===== src/rtl/microwave_ctrl.sv =====
// -----------------------------------------------------------------------------
// microwave_ctrl
//
// Cooking-sequence controller for a three-digit BCD down-counting timer chain
// (0-999 s). Collects keypad digits into a BCD entry register, loads the
// entry into the chain, gates the chain's count enable from a 1 Hz tick,
// drives the magnetron, and handles the door interlock, pause/resume, cancel
// and the end-of-cook beep.
//
// Ports
//   clk          in   system clock, rising edge
//   clr          in   asynchronous active-high reset
//   tick         in   one-cycle 1 Hz strobe
//   key_valid    in   one-cycle keypad strobe
//   key_digit    in   [3:0] keypad digit, values > 9 ignored
//   start, stop  in   one-cycle button strobes
//   door_closed  in   level, 1 = door closed
//   timer_zero   in   all three chain digits are zero
//   tmr_in       out  [11:0] BCD load value {hundreds, tens, units}
//   tmr_load_n   out  active-low synchronous load to the chain
//   tmr_clr_n    out  active-low clear pulse to the chain
//   tmr_en       out  count enable to the units digit
//   mag_on       out  magnetron enable
//   beep         out  completion buzzer
//   state        out  [2:0] IDLE=0, SET=1, LOAD=2, COOK=3, PAUSE=4, DONE=5
// -----------------------------------------------------------------------------
module microwave_ctrl #(
   parameter logic [11:0] QUICK_START = 12'h030,
   parameter int          BEEP_TICKS  = 3
) (
   input  logic        clk,
   input  logic        clr,
   input  logic        tick,
   input  logic        key_valid,
   input  logic [3:0]  key_digit,
   input  logic        start,
   input  logic        stop,
   input  logic        door_closed,
   input  logic        timer_zero,
   output logic [11:0] tmr_in,
   output logic        tmr_load_n,
   output logic        tmr_clr_n,
   output logic        tmr_en,
   output logic        mag_on,
   output logic        beep,
   output logic [2:0]  state
);

   typedef enum logic [2:0] {
      IDLE  = 3'd0,
      SET   = 3'd1,
      LOAD  = 3'd2,
      COOK  = 3'd3,
      PAUSE = 3'd4,
      DONE  = 3'd5
   } state_t;

   localparam int CW = (BEEP_TICKS > 1) ? $clog2(BEEP_TICKS) : 1;

   state_t        st;
   logic [11:0]   entry;
   logic [CW-1:0] beep_cnt;
   logic          key_ok;

   assign key_ok = key_valid && (key_digit <= 4'd9);
   assign state  = st;

   always_ff @(posedge clk or posedge clr) begin
      if (clr) begin
         st         <= IDLE;
         entry      <= '0;
         beep_cnt   <= '0;
         tmr_in     <= '0;
         tmr_load_n <= 1'b1;
         tmr_clr_n  <= 1'b1;
         tmr_en     <= 1'b0;
         mag_on     <= 1'b0;
         beep       <= 1'b0;
      end else begin
         // NOTE: non-blocking defaults first; any branch below that drives a
         // strobe low/high overrides it, so each strobe lasts exactly one cycle.
         tmr_load_n <= 1'b1;
         tmr_clr_n  <= 1'b1;
         tmr_en     <= 1'b0;

         case (st)
            IDLE: begin
               // stop in IDLE has top priority but no effect
               if (!stop) begin
                  if (start && door_closed) begin
                     entry      <= QUICK_START;
                     tmr_in     <= QUICK_START;
                     tmr_load_n <= 1'b0;
                     st         <= LOAD;
                  end else if (key_ok) begin
                     entry <= {entry[7:0], key_digit};
                     st    <= SET;
                  end
               end
            end

            SET: begin
               if (stop) begin
                  entry <= '0;
                  st    <= IDLE;
               end else if (start && door_closed && (entry != 12'h000)) begin
                  tmr_in     <= entry;
                  tmr_load_n <= 1'b0;
                  st         <= LOAD;
               end else if (key_ok) begin
                  entry <= {entry[7:0], key_digit};
               end
            end

            // Chain captures tmr_in on this edge; cooking starts with it.
            LOAD: begin
               mag_on <= 1'b1;
               st     <= COOK;
            end

            COOK: begin
               if (stop || !door_closed) begin
                  mag_on <= 1'b0;
                  st     <= PAUSE;
               end else if (timer_zero) begin
                  // A tick in the same cycle is deliberately dropped here.
                  mag_on   <= 1'b0;
                  beep     <= 1'b1;
                  beep_cnt <= '0;
                  st       <= DONE;
               end else if (tick) begin
                  tmr_en <= 1'b1;
               end
            end

            PAUSE: begin
               if (stop) begin
                  entry     <= '0;
                  tmr_clr_n <= 1'b0;
                  st        <= IDLE;
               end else if (start && door_closed) begin
                  // Resume from the held chain value; no reload.
                  mag_on <= 1'b1;
                  st     <= COOK;
               end
            end

            DONE: begin
               if (stop || !door_closed) begin
                  beep  <= 1'b0;
                  entry <= '0;
                  st    <= IDLE;
               end else if (key_ok) begin
                  beep  <= 1'b0;
                  entry <= {8'h00, key_digit};
                  st    <= SET;
               end else if (tick && beep) begin
                  beep_cnt <= beep_cnt + 1'b1;
                  if (beep_cnt == CW'(BEEP_TICKS - 1)) beep <= 1'b0;
               end
            end

            default: begin
               mag_on <= 1'b0;
               beep   <= 1'b0;
               st     <= IDLE;
            end
         endcase
      end
   end

endmodule


===== config.mk =====
export PLATFORM = sky130hd
export DESIGN_NAME = microwave_ctrl
export DESIGN_NICKNAME = d
export VERILOG_FILES = /design/src/rtl/microwave_ctrl.sv
export SDC_FILE = /design/constraint.sdc
export NUM_CORES = 1
export LEC_CHECK = 0
export ABC_AREA = 0
export ABC_CLOCK_PERIOD_IN_PS = 2400
export CORE_AREA = 2 2 69 71
export DETAILED_ROUTE_END_ITERATION = 12
export DIE_AREA = 0 0 71 73
export PLACE_DENSITY = 0.65
export SLEW_MARGIN = 20
export SYNTH_ARGS = -nofsm -noshare
export SYNTH_HDL_FRONTEND = slang
export SYNTH_SLANG_ARGS = --single-unit

===== constraint.sdc =====
create_clock -name clk -period 2.4 [get_ports clk]
set_input_delay 0.36 -clock clk [delete_from_list [all_inputs] [get_ports clk]]
set_output_delay 0.36 -clock clk [all_outputs]
set_load 0.02 [all_outputs]

==> results.toml <==
[synth]
ys_warn_count = 0
synthArstFlopShare_pct = 100
syn_inst = 185
synth-simple-area-share_pct = 17.3
syn-num-nets = 198
postSynthAreaPerCell_um2 = 9.95
synth_top_area_share_pct = 43.5
synth.largest_area_cell = "dfrtp_1"
synth-xor-area-share_pct = 0.476
syn-cell-area_mm2 = 0.00184
synthMuxAreaShare_pct = 7.21
synth_top_family_by_area = "compound AO/OA/AOI/OAI gates"
synth_ff_type = "dfrtp_1"
yosys-top-cells-count = "dfrtp_1 (32), inv_1 (28), nand2_1 (21)"
synth.distinct_cells = 48
synth-seq-area-share_pct = 46.4
synth_most_common_cell = "dfrtp_1"
ys_top_cells_by_area = "dfrtp_1 (44%), mux2i_1 (6.0%), inv_1 (5.7%)"
synth-adder-area-share_pct = 0.680
ys_seq_elements = 34
synth_edf_count = 0
synth_compound_area_share_pct = 19.7

[cts]
cts_tree = "yes"
path_clk_slew_ps = 80
clock-sinks = 34
cts.htree.levels = 2
clock_path_buffers = 2
cts_resized = 0
cts_made_buffers = 5
post_cts_buffers = 0
insertion_delay_ps = 290
ctsRootBufferMaster = "clkbuf_8"
holdBufCountCts = 0

[detailed_routing]
drtPass1Iterations = 4
via_count = 1493
wirelength_mm = 3.93
post_drt_wl_per_cell_um = 14.0
first_iter_violations = 154
drcViolationCount = 0
detail-route-antenna-nets = 0
vias_per_cell = 5.33

[timing]
slew_viol_final = 0
finClkSkew_ps = 8.23
period_needed_ps = 1960
hold_violations = 0
whs_ps = 461
fmax_mhz = 510
rsz0062_at_grt = "no"
finalSetupTns_ps = 0
timing.slew.headroom_pct = 61.3
setup-violations-final = 0
fin_crit_sh_pct = 81.7
worstMarginPinSlew_ps = 575

[power]
p_per_area_mw_per_mm2 = 1290
ir_worst_vdd_uv = 438
power.leakage_nw = 1.10
clkPwrFrac_pct = 21.3
power_frac_seq_pct = 31.2
netSwitchingFraction_pct = 37.9
intPower_mw = 1.93
combPwrFrac_pct = 47.5
p_sw_mw = 1.18

[worst_setup_path]
critPathMaxFanout = 6
slowest_delay_ps = 530
r2r-start = "entry[0]"
cp_num_buf_inv = 0
cp.arrival_ps = 2150
endpoint_kind = "flop"
cp_slowest_cell = "or3_1"
cp_top_family = "simple AND/OR/NAND/NOR gates"
critical_path_class = "reg -> reg"
cp-start-kind = "flop"
critPathRequiredTime_ps = 2590
rr_worst_depth = 4
r2r_slack_ps = 440
crit_chain = "nor4_4 -> a311oi_2 -> or3_1 -> o32ai_1"
r2r_end = "entry[3]"

[outcome]
status = "completed"

[die]
die_y_um = 73
start_util_pct = 40.6
io_pins = 32
rows = 25
die_w_um = 71
core_mm2 = 0.00454
dieArea_mm2 = 0.00518

[grt]
globalRouteOverflowTotal = 0
use_met3_pct = 3.18
grtUsageTotal_pct = 16.5
first_global_vias = 1465
grt_first_pass_wirelength_mm = 6.84
grt.busiest_layer = "met2"
grt.met1_usage_pct = 22.8
grt_max_degree = 35
antenna_found_initial = 0
met2_usage_pct = 25.0

[run]
cap_violations = 0

[placed_design]
place.gp.congestion = 0.846
hpwl_mm = 2.82
io_buffer_count = 31

[finish]
diodes = 0
syn_to_final_growth_pct = 30.7
drive_gt1_share_pct = 13.7
finalNetCount = 238

[min_path]
min_path_type = "in -> async"
==> cell type report <==
| class | count | area (um2) |
|---|---|---|
| clock inverters | 2 | 60.1 |
| repair buffers | 43 | 400 |
| fillers | 416 | 2130 |
| flip-flops and latches | 34 | 853 |
| clock buffers | 6 | 82.6 |
| multi-input cells | 113 | 836 |
| inverters | 28 | 105 |
| well taps | 54 | 67.6 |
==> through the flow <==
stage,total power [mW],cells,cell area (um2),utilization [%],worst slack [ps]
6_report,3.11,280,2400,53.0,438
5_1_grt,3.32,280,2400,53.0,321
4_1_cts,3.13,280,2400,53.0,419
3_5_place_dp,2.46,272,2260,49.9,173
3_3_place_gp,2.45,272,2260,49.9,230
2_1_floorplan,1.95,185,1840,-,427
==> power groups by stage <==
stage	clock [mW]	combinational, mW	sequential [mW]
2_1_floorplan	0	0.843	1.11
3_3_place_gp	0	1.47	0.978
3_5_place_dp	0	1.48	0.982
4_1_cts	0.672	1.49	0.972
5_1_grt	0.697	1.62	1.00
6_report	0.663	1.48	0.968
==> how the worst max path moves through the flow <==
| stage | start | to | slack [ps] | cells past startpoint |
|---|---|---|---|---|
| 2_1_floorplan | state[1] | entry[0] | 430 | 6 |
| 3_3_place_gp | stop | entry[0] | 230 | 6 |
| 3_5_place_dp | stop | entry[3] | 170 | 5 |
| 4_1_cts | entry[0] | entry[3] | 420 | 4 |
| 5_1_grt | entry[0] | entry[0] | 320 | 4 |
| 6_report | entry[0] | entry[3] | 440 | 4 |
==> layout by cell type (no fill, tap or decap), types with 2 or more instances in the layout <==
master | synthesis | final
and2_1 | 2 | 2
a21boi_0 | 2 | 2
o32ai_1 | 4 | 4
nand2_1 | 21 | 21
a31oi_1 | 3 | 3
dfrtp_1 | 32 | 32
clkdlybuf4s50_1 | 0 | 31
o21a_1 | 2 | 2
and3b_1 | 2 | 2
nand4_1 | 3 | 3
inv_1 | 28 | 28
nor4_1 | 2 | 2
clkbuf_8 | 0 | 6
nor2_1 | 5 | 5
nor4_4 | 3 | 3
o22ai_1 | 3 | 3
nand3_1 | 5 | 5
bufinv_16 | 0 | 2
a21o_1 | 3 | 3
mux2i_1 | 11 | 11
mux2_2 | 2 | 2
nand3b_1 | 2 | 2
dfstp_2 | 2 | 2
a21oi_1 | 3 | 3
nand2b_1 | 2 | 2
a22o_1 | 7 | 7
buf_4 | 1 | 12
a211oi_1 | 2 | 2
o21ai_0 | 4 | 4
==> registers in the layout (all words and copies together), names as in the netlist <==
signal / count
beep_cnt: 2
state: 3
mag_on: 1
tmr_en: 1
entry: 12
tmr_load_n: 1
tmr_clr_n: 1
beep: 1
tmr_in: 12
==> routing by layer <==
layer	wire, um	vias to the layer above	share of wire, %
met5	0	-	0
met4	85	0	2.2
met3	183	9	4.7
met2	1810	46	46
met1	1850	699	47
li1	-	739	-
==> cells by family (layout without fill, tap and decap cells) <==
family,Yosys count,after routing
buffers and inverters,38,79
muxes,13,13
AOI/OAI and AO/OA,46,46
xor gates and xnor gates,1,1
and+or+nand+nor,52,52
adders and majority gates,1,1
DFF,34,34
==> worst register-to-register path: cells and delay by family, from the launching register on <==
kind               cells  cell delay [ps]
and+or+nand+nor        2              910
AOI/OAI and AO/OA      2              520
DFF                    1              440
No activity file was read; power rests on OpenSTA's default activity.
==> RTL change 1 (same flow settings) <==
Set the parameter `BEEP_TICKS` to 6 (it was 3).
--- a/src/rtl/microwave_ctrl.sv
+++ b/src/rtl/microwave_ctrl.sv
@@ -27,5 +27,5 @@
 module microwave_ctrl #(
    parameter logic [11:0] QUICK_START = 12'h030,
-   parameter int          BEEP_TICKS  = 3
+   parameter int          BEEP_TICKS  = 6
 ) (
    input  logic        clk,
Formal check against the unedited RTL: not equivalent (a bounded check fails within 10 cycles, from zero or initial values).
==> RTL change 1 against the original RTL <==
- design area is 3.5% lower
- non-clock buffer count is the same
- worst setup slack lost 0.073 ns
- power decreased by 14%
- utilization shrank 1.8 points
- sequential cell count grew 1
- clock power is 19% lower
- synthesized area shrank 3.5%
- routed wire length rose by 6.3%
- synthesized cell count fell by 4.3%
- critical path depth increased by 1
- largest cell class unchanged
==> RTL change 1: results (changes against the original RTL) <==
Setup path
  • Crit path from: entry[5]
  • CP endpoint kind: flop
  • Crit Reg-Reg Endpoint: entry[7]
  • CP peak stage delay: 0.43 ns (-0.10 ns)
  • R2r setup slk: 0.37 ns (-0.07 ns)
  • CP arrival: 2.27 ns (+0.12 ns)
  • R2R cell count: 5 (+1)

Routing
  • DRT iter0 DRCs: 78 (-49%)
  • Routed WL: 4.18 mm (+6.3%)
  • First-pass iteration count of the detailed router: 5 (+1)
  • Via Count: 1508 (+1.0%)

Cells and area
  • Filler instances: 426 (+2.4%)
  • NumNets Final: 233 (-2.1%)
  • Layout cells sized above 1: 0.136 (-0.000805)
  • Largest regs: entry (12), tmr_in (12)

GRT
  • First-pass GRT wire length: 6.97 mm (+1.9%)
  • Total GRT Usage: 0.176 (+0.0118)
  • Vias in the first global route: 1449 (-1.1%)
  • Largest net degree at the start of global routing: 36 (+2.9%)

Outcome
  • Outcome: complete, no violations

Synth
  • Syn nets: 191 (-3.5%)
  • Most instantiated cells after synthesis: dfrtp_1, a22o_1, nand2_1, o21ai_0, nor2_1
  • Sequential area share after synthesis: 0.494 (+0.0307)
  • Synth cell types: 44 (-8.3%)

Placed design
  • GP Congestion: 0.930 (+9.9%)
  • Detail Placement HPWL: 2.97 mm (+5.3%)

Power
  • Leakage power: 1.01 nW (-8.1%)
  • Max VDD drop: 0.536 mV (+23%)

STA
  • Slew margin rel.: 0.575 (-0.0376)
## RTL change 1: cell types whose count changed after synthesis, moves of 3 or more
cell / change
a22o_1: +13
a21oi_1: +5
nand2_1: -4
o21ai_0: +11
nor4_4: -3
o32ai_1: -3
inv_1: -23
nor2b_1: +6
nor2_1: +8
mux2i_1: -11
a31oi_1: -3
## RTL change 1: worst register-to-register path, cell delays in order (launching register included)
cell and delay (ns):
dfrtp_1 0.43, nor4_1 0.30, nand3_1 0.27, a211oi_4 0.43
nor3b_4 0.37, a22o_1 0.17
## RTL change 1: layout make-up
| class | count | area share |
|---|---|---|
| multi-input combinational | 129 | 0.363 |
| inverter | 5 | 0.00809 |
| tap | 54 | 0.0291 |
| sequential | 35 | 0.378 |
| clock buffer | 5 | 0.0296 |
| timing repair buffer | 43 | 0.173 |
| clock inverter | 3 | 0.0189 |
## RTL change 1: where the power goes
| group | internal, mW | leakage, nW | switching, mW | total [mW] |
|---|---|---|---|---|
| clock network | 0.309 | 0.0581 | 0.227 | 0.536 |
| logic | 0.560 | 0.488 | 0.631 | 1.19 |
| registers | 0.765 | 0.465 | 0.188 | 0.953 |
## RTL change 1: logic make-up (layout without fill, tap and decap cells)
group / after synthesis / after routing / share of synthesized area
simple gates: 62 / 62 / 0.182
compound gates: 61 / 61 / 0.257
flops: 35 / 35 / 0.494
buf+inv: 13 / 56 / 0.0310
xor+xnor: 3 / 3 / 0.0148
fa+ha+maj: 2 / 2 / 0.0141
mux: 1 / 1 / 0.00634
## RTL change 1: stage by stage
stage	power (mW)	worst slack, ns	instance area (sq um)	utilization	instances
final	2.68	0.365	2320	0.512	274
after global routing	2.88	0.162	2320	0.512	274
after CTS	2.69	0.343	2320	0.512	274
after detailed placement	2.15	0.150	2210	0.487	266
after global placement	2.14	0.159	2210	0.487	266
after floorplan	1.68	0.567	1780	-	177
## RTL change 1: per-layer routing
| layer | GRT usage | vias to the layer above | share of wire |
|---|---|---|---|
| met5 | 0 | - | 0 |
| met4 | 0.0839 | 0 | 0.025 |
| met3 | 0.0470 | 9 | 0.052 |
| met2 | 0.268 | 45 | 0.44 |
| met1 | 0.236 | 710 | 0.48 |
| li1 | - | 744 | - |
## RTL change 1: how the worst min path moves through the flow
stage	slack, ns	startpoint	endpoint	cells past startpoint
6_report	0.46	clr	state[2]	3
3_3_place_gp	0.46	tmr_in[0]	tmr_in[0]	2
5_1_grt	0.50	tmr_in[1]	tmr_in[1]	2
2_1_floorplan	0.47	timer_zero	state[1]	1
4_1_cts	0.49	clr	tmr_in[4]	3
3_5_place_dp	0.47	tmr_in[1]	tmr_in[1]	2
